<file path="src/rtl/axil_reg_if_wr_pkg.sv">
// axil_reg_if_wr_pkg
// Shared constants and helpers for the AXI-lite register write bridge.
//   RESP_OKAY  : AXI response code returned on every write
//   cnt_width  : width of the ack-timeout down-counter for a given TIMEOUT
package axil_reg_if_wr_pkg;

  localparam logic [1:0] RESP_OKAY = 2'b00;

  // The counter only has to hold TIMEOUT-1, but never shrink below one bit.
  function automatic int cnt_width(input int timeout);
    int w;
    w = $clog2(timeout);
    if (w < 1) begin
      cnt_width = 1;
    end else begin
      cnt_width = w;
    end
  endfunction

endpackage

</file>
<file path="src/rtl/axil_reg_if_wr.sv">
// axil_reg_if_wr
// AXI-lite write slave that turns each AW/W pair into one held write request
// on a simple register interface, with a bounded ack timeout.
// Ports:
//   clk, rst                    clock, asynchronous active-high reset
//   s_axil_aw*                  write address channel (awprot ignored)
//   s_axil_w*                   write data channel
//   s_axil_b*                   write response channel (always OKAY)
//   reg_wr_addr/data/strb       held address, data and byte strobes
//   reg_wr_en                   write request, held until ack or timeout
//   reg_wr_wait                 stall from register logic, freezes timeout
//   reg_wr_ack                  completion from register logic
module axil_reg_if_wr
  import axil_reg_if_wr_pkg::*;
#(
  parameter int DATA_WIDTH = 32,
  parameter int ADDR_WIDTH = 32,
  parameter int STRB_WIDTH = DATA_WIDTH / 8,
  parameter int TIMEOUT    = 4
) (
  input  logic                  clk,
  input  logic                  rst,
  input  logic [ADDR_WIDTH-1:0] s_axil_awaddr,
  input  logic [2:0]            s_axil_awprot,
  input  logic                  s_axil_awvalid,
  output logic                  s_axil_awready,
  input  logic [DATA_WIDTH-1:0] s_axil_wdata,
  input  logic [STRB_WIDTH-1:0] s_axil_wstrb,
  input  logic                  s_axil_wvalid,
  output logic                  s_axil_wready,
  output logic [1:0]            s_axil_bresp,
  output logic                  s_axil_bvalid,
  input  logic                  s_axil_bready,
  output logic [ADDR_WIDTH-1:0] reg_wr_addr,
  output logic [DATA_WIDTH-1:0] reg_wr_data,
  output logic [STRB_WIDTH-1:0] reg_wr_strb,
  output logic                  reg_wr_en,
  input  logic                  reg_wr_wait,
  input  logic                  reg_wr_ack
);

  localparam int                CNT_W    = cnt_width(TIMEOUT);
  localparam logic [CNT_W-1:0]  CNT_LOAD = CNT_W'(TIMEOUT - 1);
  localparam logic [CNT_W-1:0]  CNT_ONE  = CNT_W'(1);
  localparam logic [CNT_W-1:0]  CNT_ZERO = CNT_W'(0);

  logic                  aw_held_r, aw_held_s;
  logic [ADDR_WIDTH-1:0] addr_r,    addr_s;
  logic                  w_held_r,  w_held_s;
  logic [DATA_WIDTH-1:0] data_r,    data_s;
  logic [STRB_WIDTH-1:0] strb_r,    strb_s;
  logic                  bvalid_r,  bvalid_s;
  logic                  en_r,      en_s;
  logic [CNT_W-1:0]      cnt_r,     cnt_s;
  logic                  complete_s;

  // Protection bits carry no meaning for the register space.
  logic unused_awprot;
  assign unused_awprot = ^s_axil_awprot;

  // Next-state logic for holding registers, response, request and timeout.
  always_comb begin
    complete_s = en_r && (reg_wr_ack || (cnt_r == CNT_ZERO));
    aw_held_s  = aw_held_r;
    addr_s     = addr_r;
    w_held_s   = w_held_r;
    data_s     = data_r;
    strb_s     = strb_r;
    bvalid_s   = bvalid_r;
    cnt_s      = cnt_r;

    if (complete_s) begin
      aw_held_s = 1'b0;
    end else if (s_axil_awvalid && !aw_held_r) begin
      aw_held_s = 1'b1;
      addr_s    = s_axil_awaddr;
    end else begin
      aw_held_s = aw_held_r;
    end

    if (complete_s) begin
      w_held_s = 1'b0;
    end else if (s_axil_wvalid && !w_held_r) begin
      w_held_s = 1'b1;
      data_s   = s_axil_wdata;
      strb_s   = s_axil_wstrb;
    end else begin
      w_held_s = w_held_r;
    end

    // Completion wins over a same-cycle bready so a fresh B is never lost.
    if (complete_s) begin
      bvalid_s = 1'b1;
    end else if (s_axil_bready) begin
      bvalid_s = 1'b0;
    end else begin
      bvalid_s = bvalid_r;
    end

    // A buffered pair waits until the previous B has been taken.
    en_s = aw_held_s && w_held_s && !bvalid_s;

    if (!en_r) begin
      cnt_s = CNT_LOAD;
    end else if (!reg_wr_wait && (cnt_r != CNT_ZERO)) begin
      cnt_s = cnt_r - CNT_ONE;
    end else begin
      cnt_s = cnt_r;
    end
  end

  // State register with asynchronous reset on every flop.
  always_ff @(posedge clk or posedge rst) begin
    if (rst) begin
      aw_held_r <= 1'b0;
      addr_r    <= {ADDR_WIDTH{1'b0}};
      w_held_r  <= 1'b0;
      data_r    <= {DATA_WIDTH{1'b0}};
      strb_r    <= {STRB_WIDTH{1'b0}};
      bvalid_r  <= 1'b0;
      en_r      <= 1'b0;
      cnt_r     <= CNT_LOAD;
    end else begin
      aw_held_r <= aw_held_s;
      addr_r    <= addr_s;
      w_held_r  <= w_held_s;
      data_r    <= data_s;
      strb_r    <= strb_s;
      bvalid_r  <= bvalid_s;
      en_r      <= en_s;
      cnt_r     <= cnt_s;
    end
  end

  assign s_axil_awready = !aw_held_r;
  assign s_axil_wready  = !w_held_r;
  assign s_axil_bvalid  = bvalid_r;
  assign s_axil_bresp   = RESP_OKAY;
  assign reg_wr_addr    = addr_r;
  assign reg_wr_data    = data_r;
  assign reg_wr_strb    = strb_r;
  assign reg_wr_en      = en_r;

endmodule

</file>
<file path="config.mk">
export PLATFORM = sky130hd
export DESIGN_NAME = axil_reg_if_wr
export DESIGN_NICKNAME = d
export VERILOG_FILES = /design/src/rtl/axil_reg_if_wr_pkg.sv /design/src/rtl/axil_reg_if_wr.sv
export SDC_FILE = /design/constraint.sdc
export NUM_CORES = 1
export LEC_CHECK = 0
export ABC_AREA = 1
export BUFFER_PORTS_ARGS = -buffer_cell sky130_fd_sc_hd__buf_2
export CAP_MARGIN = 15
export CORE_UTILIZATION = 40
export DETAILED_ROUTE_END_ITERATION = 8
export PLACE_DENSITY_LB_ADDON = 0.15
export SYNTH_ARGS = -nofsm -noshare
export SYNTH_HDL_FRONTEND = slang
export SYNTH_SLANG_ARGS = --single-unit
</file>
<file path="constraint.sdc">
create_clock -name clk -period 6.1 [get_ports clk]
set_clock_uncertainty 0.1 [all_clocks]
set_input_delay 1.22 -clock clk [delete_from_list [all_inputs] [get_ports clk]]
set_output_delay 1.22 -clock clk [all_outputs]
set_load 0.1 [all_outputs]
</file>
==> out/summary.md <==
The run finished with clean final reports. Once the floorplan was initialized, standard cells occupied 41.1% of the core. Type of element launching the critical path: an input port. The clock drives 74 sinks. Entering global routing, the biggest net connects 75 pins. The number of gates resized after CTS was 0.

Counting every instance in the synthesized netlist gives 326. Across all register-to-register paths, the minimum setup slack is 3.86 ns. The number of antenna violations at the first check in global routing was 0. For this run, the slowest stage of the critical path takes 0.64 ns. The buffer type at the clock tree root was clkbuf_8.

The worst hold path terminates at reg_wr_addr[9]. Max-cap violations in this run came to 0. For the maximum achievable frequency, the log shows 356 MHz. Broken down by cell family, the worst path's largest delay share belongs to simple AND/OR/NAND/NOR gates. The floorplan has 31 rows. The tools report the global-route wire length before repair as 11000 um. The die boundary width came out at 88.1 um.

In this run the worst path has a maximum fanout of 37. After synthesis the netlist holds a flip-flop and latch count of 74. The area of the core is 7210 um2. The minimum clock period after layout was 2.81 ns. The worst register-to-register path begins at cnt_r[0]. Post-synthesis async set-or-reset flop share: 100%. For the overall global routing resource usage, the log shows 18.6%. For the headroom to the max-slew limit, the log shows 38.5%. The logs give 546 for the number of nets in the final layout and 78 for the initial DRC count. In this run the mean area of a mapped cell was 9.09 um2. Once layout is complete, the utilization of the core stands at 55.4%.

Buffers inserted to repair hold after CTS numbered 0. Setup total negative slack on the finished layout was measured at 0 ns. The H-tree was split into 3 levels.

Summed over its instances, the top area cell type makes up 60.8% of the synthesized netlist area. Together, buffers and inverters on the worst path number 2. Wires add up to 7090 um.

Number of warnings printed during yosys synthesis: 0. STA classifies the critical path endpoint as a flop. The tools report the number of global-route vias before repair as 2414. The number of hold-slack violations in the final timing report is 0.

Main flop type after synthesis: dfrtp_1. After synthesis, the most frequently instantiated cells are nand2_1 (140), dfrtp_1 (72), nand3_1 (68). 152 I/O pins were placed.

The slew at the pin with the worst max-slew slack was 0.922 ns; the unique cell type count in the Yosys netlist was 17. Of all cell types, the one taking the most synthesized area is dfrtp_1. The critical path's slowest cell was nor2_4.

TritonCTS built the clock tree. After clock tree synthesis, the clock-pin slew on the worst setup and hold paths is 0.08 ns. Relative to the synthesized area, the layout overhead comes to 35.0%. The count of endpoints failing setup in the final report came out at 0. The clock network latency to the later pin of the worst-skew pair was 0.33 ns.

The share of the Yosys chip area taken by registers is 62.6%. Traced cell by cell, the critical path runs through buf_2, inv_1, nor2_4, nand2_2, nand2_1, nand2_1. The run gives 0 as the final max-slew violation count. The run gives 0 as the count of unresolved DRC violations after routing.

Data on the critical path arrives at its endpoint at 2.93 ns. Ranked by total cell area, the synthesized netlist is headed by dfrtp_1 (61%), nand2_1 (18%), nand3_1 (11%), buf_2 (3.2%), dfstp_2 (1.8%). TritonCTS created 9 clock buffers. After global routing the overflow that remains totals 0. The worst register-to-register path ends at reg_wr_data[16]. At the end of routability-driven placement, the weighted congestion stood at 0.685.

The tightest min-delay check is of the reg2reg type. The critical path is of the in2reg type. The average detailed-routed wire length per instance came out at 12.4 um. The most prevalent standard cell on the critical path was nand2_1. In this run the remaining antenna-violating nets after routing total 0. The number of vias after detailed routing is 2594, and the via-per-instance ratio is 4.54.

The number of placed cells counting well taps came out at 554. The number of flops mapped to enable cells by yosys is 0. The repair_antennas step left the layout with diodes totalling 0. Cell depth of the worst min-delay path: 2. Counting the fill cells in the layout gives 705.

The count of non-filler cells in the finished layout is 571. Most numerous cell in the Yosys netlist: nand2_1. The worst-case reg-to-reg path depth was 6; the worst setup timing slack at the placement stage was 2.83 ns. The data required time at the worst endpoint is 6.22 ns. The worst min-delay path startpoint was reg_wr_addr[9].

After layout, the worst path uses 46.1% of the clock period. Before antenna repair, the detailed router went through 4 iterations. The post-CTS repair timing setup buffer count is 0, and the total half-perimeter wirelength after legalization and detailed placement is 4540 um.

Input and output buffers added on the ports amount to 146. Of the cells placed in the final design, the portion with a size suffix greater than 1 is 36.2%. The die is 88.1 um tall. The tools report the worst-case clock buffer depth as 2.

After layout, the worst setup slack is 3.29 ns. The die area was 7760 um2; the post-synthesis cell area was 2960 um2. Setup repair after global routing left no endpoint under its margin.
-- tightest hold or removal path, delay by kind of cell (launching register included) --
kind | cells | cell delay [ns]
and+or+nand+nor | 2 | 0.09
DFF | 1 | 0.34
-- logic make-up after synthesis --
kind of cell	Yosys count	synth area share, %
AO/OA/AOI/OAI	6	1.52
XOR/XNOR	1	0.296
adder cells (fa/ha/maj)	1	0.422
buffers and inverters	30	4.86
flip-flops	74	62.6
other	1	0.127
AND/OR/NAND/NOR	213	30.2
-- through the flow --
step	hold WS, ns	instance area, um2
after floorplan	0.418	2970
after global routing	0.386	4000
after detailed placement	0.353	3740
after CTS	0.371	3970
after global placement	0.348	3740
final	0.367	4000
-- layout by cell type, fill, tap and decap left out --
cell	instances
ha_1	1
o21a_1	1
nand3_1	68
clkinv_2	2
inv_1	8
xor2_1	1
dfrtp_1	72
clkbuf_1	2
nor2_2	1
buf_16	1
o22ai_1	1
o21ai_0	3
nand2_2	1
bufinv_16	3
dfstp_2	2
buf_2	146
o21ai_4	1
nand2_1	140
conb_1	2
nor2_4	1
clkbuf_8	9
buf_4	3
nor2_1	2
clkinvlp_4	1
-- final cells by class --
class                      count  area [um2]  share of cell area [%]
sequential                    74        1850                    46.4
multi-input combinational    223         971                    24.3
tap                           99         124                    3.10
clock inverter                 5         103                    2.57
timing repair buffer         150         781                    19.5
inverter                       9        35.0                   0.876
clock buffer                  11         131                    3.29
-- routing by layer --
metal | global-route usage, % | wire [um] | up-vias
met3 | 4.62 | 493 | 8
met1 | 22.8 | 3330 | 1174
met2 | 31.1 | 3180 | 97
li1 | - | - | 1315
met4 | 8.36 | 91 | 0
met5 | 0 | 0 | -
-- how the worst max path moves through the flow --
stage / startpoint / to / slack [ns] / cells past startpoint
final: s_axil_wvalid / reg_wr_data[17] / 3.29 / 6
after global routing: s_axil_wvalid / reg_wr_data[21] / 3.05 / 6
after CTS: s_axil_wvalid / reg_wr_data[17] / 3.20 / 6
after detailed placement: s_axil_wvalid / reg_wr_data[17] / 2.83 / 6
after global placement: s_axil_wvalid / reg_wr_data[28] / 2.93 / 6
after floorplan: rst / aw_held_r / 2.90 / 1
-- registers in the layout, indices dropped and copies added (netlist names) --
signal         flops
reg_wr_data       32
w_held_r           1
aw_held_r          1
reg_wr_strb        4
reg_wr_en          1
reg_wr_addr       32
s_axil_bvalid      1
cnt_r              2
Power is left out: the tool's default activity adds up to more than one toggle a clock period on the data nets, which glitch-free logic cannot reach.
